==> config.mk <==
export PLATFORM = sky130hd
export DESIGN_NAME = iotdf_sched
export DESIGN_NICKNAME = d
export VERILOG_FILES = /design/src/rtl/iotdf_pkg.sv /design/src/rtl/iotdf_rr_arb.sv /design/src/rtl/iotdf_sched.sv
export SDC_FILE = /design/constraint.sdc
export NUM_CORES = 1
export LEC_CHECK = 0
export ABC_AREA = 1
export CAP_MARGIN = 20
export CORE_AREA = 2 2 125 127
export CTS_CLUSTER_SIZE = 8
export DETAILED_ROUTE_END_ITERATION = 10
export DIE_AREA = 0 0 127 129
export PLACE_DENSITY = 0.94
export REMOVE_ABC_BUFFERS = 1
export SETUP_SLACK_MARGIN = 0.3
export SLEW_MARGIN = 5
export SYNTH_ARGS = -nofsm -noshare
export SYNTH_HDL_FRONTEND = slang
export SYNTH_SLANG_ARGS = --single-unit
==> constraint.sdc <==
create_clock -name clk -period 7.4 [get_ports clk]
set_input_delay 0.74 -clock clk [delete_from_list [all_inputs] [get_ports clk]]
set_output_delay 0.74 -clock clk [all_outputs]
set_load 0.02 [all_outputs]
==> src/rtl/iotdf_pkg.sv <==
// Shared definitions for the IOTDF job scheduler: filter function codes,
// scheduler state encoding and round geometry.
package iotdf_pkg;

  // Filter function codes; 0 means "no job" and is never granted
  localparam logic [2:0] FN_NONE    = 3'd0;
  localparam logic [2:0] FN_MAX     = 3'd1;
  localparam logic [2:0] FN_MIN     = 3'd2;
  localparam logic [2:0] FN_AVG     = 3'd3;
  localparam logic [2:0] FN_EXTRACT = 3'd4;
  localparam logic [2:0] FN_EXCLUDE = 3'd5;
  localparam logic [2:0] FN_PEAKMAX = 3'd6;
  localparam logic [2:0] FN_PEAKMIN = 3'd7;

  // One round = ROUND_RECORDS records of RECORD_BYTES bytes each
  localparam int RECORD_BYTES  = 16;
  localparam int ROUND_RECORDS = 8;

  typedef enum logic [1:0] {
    ST_IDLE  = 2'd0,
    ST_RUN   = 2'd1,
    ST_DRAIN = 2'd2
  } sched_state_e;

  // A request is only worth granting when it carries a real function code
  function automatic logic fn_valid(input logic [2:0] fn);
    return fn != FN_NONE;
  endfunction

endpackage

==> src/rtl/iotdf_rr_arb.sv <==
// Combinational winner selection over the eligible-requester mask.
// Default: round-robin, searching from last+1 and wrapping modulo NREQ.
// Build option IOTDF_SCHED_PRIO_EN: fixed priority, lowest eligible index wins,
// and the last input is ignored.
module iotdf_rr_arb
  import iotdf_pkg::*;
#(
  parameter int NREQ = 4,
  parameter int IDW  = $clog2(NREQ)
) (
  input  logic [NREQ-1:0] elig,
  input  logic [IDW-1:0]  last,
  output logic            any,
  output logic [IDW-1:0]  win
);

`ifdef IOTDF_SCHED_PRIO_EN
  // Priority mode keeps no history
  logic unused_last;
  assign unused_last = ^last;

  // Lowest eligible index wins
  always_comb begin
    any = 1'b0;
    win = '0;
    for (int i = 0; i < NREQ; i++) begin
      if (!any && elig[i]) begin
        any = 1'b1;
        win = IDW'(i);
      end
    end
  end
`else
  // First eligible requester found walking forward from last+1
  always_comb begin
    logic [IDW-1:0] idx;
    any = 1'b0;
    win = '0;
    idx = '0;
    for (int k = 1; k <= NREQ; k++) begin
      idx = IDW'((int'(last) + k) % NREQ);
      if (!any && elig[idx]) begin
        any = 1'b1;
        win = idx;
      end
    end
  end
`endif

endmodule

==> src/rtl/iotdf_sched.sv <==
// Round-robin job scheduler sharing one IOTDF filter among NREQ requesters.
// A granted job owns the filter for one 128-byte round with a fixed function
// code, then lingers DRAIN_CYC cycles so late filter results keep its tag.
// Build option IOTDF_SCHED_PRIO_EN selects fixed-priority arbitration
// (see iotdf_rr_arb).
module iotdf_sched
  import iotdf_pkg::*;
#(
  parameter int NREQ      = 4,
  parameter int DRAIN_CYC = 4,
  parameter int IDW       = $clog2(NREQ)
) (
  input  logic              clk,
  input  logic              rst,
  input  logic [NREQ-1:0]   req,
  input  logic [3*NREQ-1:0] req_fn,
  output logic [NREQ-1:0]   gnt,
  input  logic              src_valid,
  input  logic [7:0]        src_data,
  output logic              src_ready,
  input  logic              f_busy,
  input  logic              f_valid,
  input  logic [127:0]      f_out,
  output logic              f_in_en,
  output logic [7:0]        f_iot_in,
  output logic [2:0]        f_fn_sel,
  output logic              res_valid,
  output logic [127:0]      res_data,
  output logic [IDW-1:0]    res_id,
  output logic              job_done
);

  localparam int             DCW        = (DRAIN_CYC > 1) ? $clog2(DRAIN_CYC) : 1;
  localparam logic [DCW-1:0] DRAIN_LOAD = DCW'(DRAIN_CYC - 1);
  localparam logic [3:0]     LAST_BYTE  = 4'(RECORD_BYTES - 1);
  localparam logic [2:0]     LAST_REC   = 3'(ROUND_RECORDS - 1);

  sched_state_e    state;
  logic [IDW-1:0]  owner;
  logic [3:0]      byte_cnt;
  logic [2:0]      rec_cnt;
  logic [DCW-1:0]  drain_cnt;

  logic [NREQ-1:0] elig;
  logic            arb_any;
  logic [IDW-1:0]  arb_win;
  logic [IDW-1:0]  arb_last;
  logic [2:0]      win_fn;
  logic            accept;
  logic            drain_exit;

  // Eligible = requesting with a non-zero function code
  always_comb begin
    // NOTE: every always_comb output gets a default before any conditional
    // logic, so no path can leave it unassigned and infer a latch.
    elig = '0;
    for (int i = 0; i < NREQ; i++) begin
      elig[i] = req[i] & fn_valid(req_fn[3*i +: 3]);
    end
  end

  // Function code of the current arbitration winner
  always_comb begin
    win_fn = FN_NONE;
    for (int i = 0; i < NREQ; i++) begin
      if (arb_win == IDW'(i)) begin
        win_fn = req_fn[3*i +: 3];
      end
    end
  end

  iotdf_rr_arb #(
    .NREQ (NREQ),
    .IDW  (IDW)
  ) u_arb (
    .elig (elig),
    .last (arb_last),
    .any  (arb_any),
    .win  (arb_win)
  );

  // Byte path is combinational so the source sees backpressure the same cycle
  assign src_ready  = (state == ST_RUN) & ~f_busy;
  assign accept     = src_ready & src_valid;
  assign f_in_en    = accept;
  assign f_iot_in   = src_data;
  assign drain_exit = (state == ST_DRAIN) && (drain_cnt == '0);

`ifdef IOTDF_SCHED_PRIO_EN
  assign arb_last = '0;
`else
  logic [IDW-1:0] last_q;

  // Remember the most recently finished owner to rotate the search origin
  always_ff @(posedge clk or posedge rst) begin
    if (rst) begin
      last_q <= IDW'(NREQ - 1);
    end else if (drain_exit) begin
      last_q <= owner;
    end
  end

  assign arb_last = last_q;
`endif

  // Scheduler FSM: grant, count one round of bytes, drain, release
  always_ff @(posedge clk or posedge rst) begin
    // NOTE: state registers use non-blocking assignments so every register
    // samples the pre-edge values, independent of statement order.
    if (rst) begin
      state     <= ST_IDLE;
      owner     <= '0;
      gnt       <= '0;
      f_fn_sel  <= FN_NONE;
      byte_cnt  <= '0;
      rec_cnt   <= '0;
      drain_cnt <= '0;
      job_done  <= 1'b0;
    end else begin
      job_done <= 1'b0;
      case (state)
        ST_IDLE: begin
          if (arb_any) begin
            owner    <= arb_win;
            gnt      <= NREQ'(1) << arb_win;
            f_fn_sel <= win_fn;
            byte_cnt <= '0;
            rec_cnt  <= '0;
            state    <= ST_RUN;
          end
        end
        ST_RUN: begin
          if (accept) begin
            byte_cnt <= byte_cnt + 4'd1;
            if (byte_cnt == LAST_BYTE) begin
              rec_cnt <= rec_cnt + 3'd1;
              if (rec_cnt == LAST_REC) begin
                drain_cnt <= DRAIN_LOAD;
                state     <= ST_DRAIN;
              end
            end
          end
        end
        ST_DRAIN: begin
          if (drain_cnt == '0) begin
            // f_fn_sel deliberately holds until the next grant
            job_done <= 1'b1;
            gnt      <= '0;
            state    <= ST_IDLE;
          end else begin
            drain_cnt <= drain_cnt - 1'b1;
          end
        end
        default: state <= ST_IDLE;
      endcase
    end
  end

  // Tag filter results with the owner while a job holds the filter
  always_ff @(posedge clk or posedge rst) begin
    if (rst) begin
      res_valid <= 1'b0;
      res_data  <= '0;
      res_id    <= '0;
    end else if ((state != ST_IDLE) && f_valid) begin
      res_valid <= 1'b1;
      res_data  <= f_out;
      res_id    <= owner;
    end else begin
      res_valid <= 1'b0;
    end
  end

endmodule

==> results by group, run 1 <==
Finish
  • N_diodes: 0
  • Layout cells sized above 1: 0.0582
  • Syn-to-layout area delta: 55.9%
  • Post-Layout Cell Count: 1237
  • Nets: 1199
  • Util after Layout: 0.672

Yosys
  • Synth cell count leaders: 446 x nand2_1, 152 x dfrtp_1, 33 x nand3_1
  • Mapped Cells: 765
  • Compound-Gate Fraction of Synth Area: 0.0221
  • Mux cell area share after synthesis: 0
  • Post-synth EDFFs: 0
  • Yosys warns: 0
  • #FFs+latches synth: 154
  • Fraction of registers with async set/reset: 1.00
  • Synth top area cells: dfrtp_1 59%, nand2_1 26%, nand3_1 2.6%
  • Post-synthesis average cell area: 8.44 sq um
  • Yosys cell types: 37
  • Synthesized area: 6450 sq um
  • Top-area cell type share of the netlist area: 0.589
  • Top-count cell post-synth: nand2_1
  • Xor/xnor share of the synthesized area: 0.00523
  • Register area share after synthesis: 0.598
  • Adder-Cell Fraction of Synth Area: 0.00775
  • Predominant post-synthesis flop cell: dfrtp_1
  • Largest family of logic cells by synthesized area: simple AND/OR/NAND/NOR gates
  • Synth Area in Simple Gates: 0.321
  • Dominant cell type by area after synthesis: dfrtp_1

STA
  • Final hold slack: 0.477 ns
  • Final Hold Vio Count: 0
  • Max-slew violations: 0
  • Final setup fails: 0
  • Tcrit/Tclk final: 0.444
  • Max_slew headroom: 0.375
  • Tightest Pin Transition: 0.937 ns
  • Max Fclk: 305 MHz
  • Final min period: 3.28 ns
  • Sum Neg Setup Slack: 0 ns
  • RSZ-0062 raised after global routing: no
  • Clk_skew: 0.00824 ns

Setup path
  • Crit Path Max Fanout: 6
  • Data arrival time of the worst path: 2.54 ns
  • CP Capture Type: output pin
  • Category of the most critical setup path: flop to output pin
  • Worst path required time: 6.66 ns
  • Critical path launch point type: flop

Drt
  • Wirelength, routed: 18200 um
  • Vias: 5986
  • Vias per Instance: 4.84
  • DRT antenna net count: 0
  • Number of iterations in the first detailed-routing pass: 5
  • WL/cell: 14.7 um
  • Post-route DRC: 0
  • Iter 0 DRT Violations: 344

Job
  • Max Cap Viol: 0

Die
  • Die Width: 127 um
  • Initial Util: 0.431
  • Die H: 129 um
  • Num rows: 45
  • Die area: 16400 sq um
  • I/O pin total: 306
  • Core Area: 15000 sq um

Placement
  • Routability cong.: 0.870
  • IO buf count: 289
  • Hpwl dp: 13000 um
  • Inst Count DP: 1207

Power and ir drop
  • Leakage: 4.95 nW
  • Power Density: 233 nW/um^2
  • Worst vdd ir: 0.144 mV
  • Power after layout: 2.35 mW

Global route
  • Total global-route track usage: 0.220
  • First-pass GRT wire length: 28400 um
  • Largest net degree at the start of global routing: 95
  • Number of global-route vias before repair: 5792
  • GR Overflow Total: 0
  • Initial antenna violation count: 0

Clock tree
  • CTS root buf: clkbuf_16
  • CTS resizes: 0
  • Post-CTS Repair Setup Buffers: 0
  • Clock latency on the worst-skew pair: 0.41 ns
  • CTS max path bufs: 2
  • CTS Buf Count: 17
  • H-tree levels: 4
  • CTS tree: built
  • CTS Hold Bufs: 0
  • Worst-path clk slew: 0.06 ns
  • CTS Sinks: 154

Run status
  • Run status: finished clean

Min path
  • Worst Hold Class: flop to flop
[final cells by class]
type | count | area [sq um]
Tap cell | 188 | 235
Sequential cell | 154 | 3860
Fill cell | 1096 | 4920
Inverter | 30 | 121
Clock inverter | 11 | 171
Clock buffer | 19 | 453
Timing Repair Buffer | 292 | 2920
Multi-Input combinational cell | 543 | 2310
[final timing paths]
path / start / to / slack [ns] / cells past startpoint
min in group asynchronous: rst / res_data[3]$_DFFE_PP0P_ / 0.81 / 2
min: res_data[29]$_DFFE_PP0P_ / res_data[29]$_DFFE_PP0P_ / 0.48 / 2
max: state[0]$_DFFE_PP0P_ / f_in_en / 4.12 / 5
min reg2reg: res_data[29]$_DFFE_PP0P_ / res_data[29]$_DFFE_PP0P_ / 0.48 / 2
max reg2reg: state[0]$_DFFE_PP0P_ / res_data[109]$_DFFE_PP0P_ / 4.62 / 7
max in group asynchronous: rst / rec_cnt[2]$_DFFE_PP0P_ / 5.14 / 3
[where the power goes]
| part | switching (mW) | internal, mW |
|---|---|---|
| clock | 0.333 | 0.579 |
| sequential | 0.0529 | 0.919 |
| combinational | 0.235 | 0.229 |
| total | 0.620 | 1.73 |
[per-layer routing]
metal,up-vias,global-route usage,wire length (um)
li1,2886,-,-
met1,2790,0.257,6960
met2,270,0.374,9330
met3,40,0.0773,1470
met4,0,0.0886,443
met5,-,0,0
[worst max-delay path, stage by stage, from the launching register on]
cell,delay [ns]
dfrtp_1,0.41
inv_1,0.07
nor2_1,0.31
inv_1,0.20
nor3_1,0.43
clkdlybuf4s50_1,0.71
[metrics by stage]
stage / setup slack, ns / instance area (sq um)
final: 4.12 / 10100
after global routing: 3.91 / 10100
after CTS: 4.12 / 10100
after detailed placement: 4.09 / 9440
after global placement: 4.18 / 9440
after floorplan: 1.82 / 6270
[logic make-up after synthesis]
logic type                 count (synthesis)
adders and majority gates                  4
and+or+nand+nor                          511
DFF                                      154
buffers and inverters                     68
AOI/OAI and AO/OA                         25
xor gates and xnor gates                   3
[placed cells by master (no fill, tap or decap), types with 2 or more instances in the layout]
| cell type | count |
|---|---|
| nor2_1 | 11 |
| clkdlybuf4s50_1 | 289 |
| nand2_4 | 2 |
| nand3b_1 | 2 |
| clkinvlp_4 | 2 |
| nand2_2 | 6 |
| ha_1 | 4 |
| nand2_1 | 445 |
| clkinv_2 | 3 |
| clkinv_4 | 3 |
| dfrtp_1 | 152 |
| o21ai_1 | 6 |
| inv_1 | 23 |
| clkbuf_8 | 2 |
| inv_2 | 3 |
| clkbuf_16 | 17 |
| o21ai_0 | 12 |
| dfstp_2 | 2 |
| a21oi_1 | 2 |
| buf_4 | 3 |
| nor3_1 | 2 |
| bufinv_16 | 4 |
| nand3_1 | 33 |
| nand3_2 | 3 |
| o31ai_1 | 2 |
[sequential cells by signal (all words and copies together) (netlist names)]
name	cells
res_data	128
byte_cnt	4
gnt	4
f_fn_sel	3
rec_cnt	3
arb_last	2
drain_cnt	2
owner	2
res_id	2
state	2
job_done	1
res_valid	1
No activity file was read; power rests on OpenSTA's default activity.
==> inputs of run 2 (changes only) <==
--- a/config.mk
+++ b/config.mk
@@ -7,11 +7,11 @@
 export LEC_CHECK = 0
 export ABC_AREA = 1
 export CAP_MARGIN = 20
-export CORE_AREA = 2 2 125 127
+export CORE_AREA = 2 2 129 131
 export CTS_CLUSTER_SIZE = 8
 export DETAILED_ROUTE_END_ITERATION = 10
-export DIE_AREA = 0 0 127 129
-export PLACE_DENSITY = 0.94
+export DIE_AREA = 0 0 131 133
+export PLACE_DENSITY = 0.89
 export REMOVE_ABC_BUFFERS = 1
 export SETUP_SLACK_MARGIN = 0.3
 export SLEW_MARGIN = 5
==> constraint.sdc (replaced) <==
create_clock -name clk -period 3.3 [get_ports clk]
set_input_delay 0.33 -clock clk [delete_from_list [all_inputs] [get_ports clk]]
set_output_delay 0.33 -clock clk [all_outputs]
set_load 0.02 [all_outputs]
==> results by group, run 2 (same netlist as run 1, synthesis figures left out) <==
Die
  • Initial Util: 0.399 (-0.0318)
  • Die H: 133 um (+3.1%)
  • Die area: 17400 sq um (+6.3%)
  • Core Area: 16200 sq um (+8.0%)
  • Num rows: 47 (+4.4%)
  • I/O pin total: 306 (unchanged)
  • Die Width: 131 um (+3.1%)

Setup path
  • Most numerous cell on the critical path: inv_1
  • CP Capture Type: output pin
  • Max stage delay on crit path: 0.67 ns (-0.04 ns)
  • Crit Path Max Fanout: 6 (unchanged)
  • Critical path launch point type: flop
  • Worst path required time: 2.97 ns (-3.69 ns)
  • Worst r2r src: state[0]$_DFFE_PP0P_
  • CP startpoint: state[0]$_DFFE_PP0P_
  • CP top delay family: buffers and inverters
  • Buf+Inv Stages, Crit Path: 3 (unchanged)
  • Slowest library cell on the worst path: clkdlybuf4s50_1
  • Worst r2r path cells: 7 (unchanged)
  • Crit-path cells: inv_1, nor2_1, inv_1, nor3_2, clkdlybuf4s50_1
  • Data arrival time of the worst path: 2.39 ns (-0.15 ns)
  • WP depth: 5 (unchanged)
  • Category of the most critical setup path: flop to output pin

Finish
  • Largest register by flop count: res_data
  • Nets: 1202 (+0.25%)
  • Layout cells sized above 1: 0.0617 (+0.00352)
  • N_diodes: 0 (unchanged)
  • Area of the multi-input gates: 2310 sq um (+0.22%)
  • Fillers: 1289 (+18%)
  • Syn-to-layout area delta: 57.5%
  • Max reg flops: 128 (unchanged)
  • Most frequent cells in the layout: 445 x nand2_1, 289 x clkdlybuf4s50_1, 152 x dfrtp_1
  • Top flop regs: res_data (128), byte_cnt (4), gnt (4)
  • Commonest non-fill, non-tap cell in the layout: nand2_1
  • Util after Layout: 0.628 (-0.0433)
  • Post-Layout Cell Count: 1274 (+3.0%)
  • Seq. cell area: 3860 sq um (unchanged)

Placement
  • Inst Count DP: 1242 (+2.9%)
  • Hpwl dp: 13000 um (+0.28%)
  • IO buf count: 289 (unchanged)
  • Routability cong.: 0.863 (-0.77%)

STA
  • Final min period: 2.72 ns
  • Tcrit/Tclk final: 0.825
  • Max_slew headroom: 0.573 (+0.198)
  • Max Fclk: 367 MHz
  • RSZ-0062 raised after global routing: no
  • Final Hold Vio Count: 0 (unchanged)
  • Sum Neg Setup Slack: 0 ns (unchanged)
  • Clk_skew: 0.0145 ns (+0.00628 ns)
  • Tightest Pin Transition: 0.635 ns (-0.302 ns)
  • Max-slew violations: 0 (unchanged)
  • Final setup fails: 0 (unchanged)

Drt
  • Post-route DRC: 0 (unchanged)
  • Vias: 5985 (-0.017%)
  • WL/cell: 14.4 um (-2.1%)
  • Iter 0 DRT Violations: 311 (-9.6%)
  • Vias per Instance: 4.70 (-2.9%)
  • Number of iterations in the first detailed-routing pass: 6 (+1)
  • Wirelength, routed: 18400 um (+0.85%)
  • DRT antenna net count: 0 (unchanged)

Clock tree
  • Post-CTS Repair Setup Buffers: 0 (unchanged)
  • Clock latency on the worst-skew pair: 0.42 ns (about the same)
  • CTS resizes: 0 (unchanged)
  • CTS tree: built
  • H-tree levels: 4 (unchanged)
  • CTS Hold Bufs: 0 (unchanged)
  • CTS Buf Count: 17 (unchanged)
  • CTS max path bufs: 2 (unchanged)
  • CTS root buf: clkbuf_16
  • CTS Sinks: 154 (unchanged)
  • Worst-path clk slew: 0.07 ns (about the same)

Run status
  • Run status: finished clean

Job
  • Max Cap Viol: 0 (unchanged)

Power and ir drop
  • Leakage: 4.98 nW (+0.50%)
  • Worst vdd ir: 0.337 mV (+130%)
  • Power Density: 518 nW/um^2 (+120%)

Global route
  • Number of global-route vias before repair: 6098 (+5.3%)
  • Total global-route track usage: 0.214 (-0.00584)
  • Initial antenna violation count: 1 (+1)
  • Largest net degree at the start of global routing: 65 (-32%)
  • First-pass GRT wire length: 29400 um (+3.5%)
  • GR Overflow Total: 0 (unchanged)

Min path
  • Worst Hold Class: primary input to async pin
run 2: cell types whose count changed in the layout (fill, tap and decap cells not counted), moves of 2 or more:
cell | previous run | this run
buf_12 | 0 | 3
clkbuf_1 | 0 | 2
clkinv_2 | 3 | 0
inv_6 | 1 | 3
run 2: path summary, 6_finish.rpt:
path | endpoint | slack, ns
worst max-delay path | f_in_en | 0.58
worst min-delay path | res_data[106]$_DFFE_PP0P_ | 0.35
worst max register to register | res_data[68]$_DFFE_PP0P_ | 1.11
worst min register to register | res_data[82]$_DFFE_PP0P_ | 0.47
max in group asynchronous | res_data[61]$_DFFE_PP0P_ | 2.10
min in group clk | res_data[69]$_DFFE_PP0P_ | 0.44
run 2: power breakdown:
| group | total, mW | leakage [nW] | switching [mW] | internal, mW |
|---|---|---|---|---|
| clock network | 2.04 | 0.296 | 0.792 | 1.24 |
| logic | 1.05 | 2.81 | 0.531 | 0.520 |
| registers | 2.17 | 1.87 | 0.114 | 2.06 |
| total | 5.26 | 4.98 | 1.44 | 3.83 |
run 2: layout make-up:
type,instances,share of cell area
sequential,154,0.379
clock inverter,11,0.0158
multi-input combinational,543,0.228
inverter,30,0.0121
timing repair buffer,295,0.293
clock buffer,21,0.0453
tap,220,0.0271
run 2: routing by layer:
layer / track usage / part of all wire / wire (um) / vias up
met2: 0.351 / 0.49 / 8960 / 235
met1: 0.252 / 0.41 / 7440 / 2823
met5: 0 / 0.00065 / 12 / -
met4: 0.0833 / 0.025 / 456 / 2
met3: 0.0841 / 0.081 / 1490 / 36
li1: - / - / - / 2889
run 2: through the flow:
stage	setup slack (ns)	total power [mW]	hold WS, ns	cell area, sq um
2_1_floorplan	-2.19	2.67	0.440	6270
3_3_place_gp	1.03	3.23	0.461	9540
3_5_place_dp	0.872	3.25	0.464	9540
4_1_cts	0.414	5.32	0.363	10200
5_1_grt	0.370	5.50	0.381	10200
6_report	0.577	5.26	0.349	10200
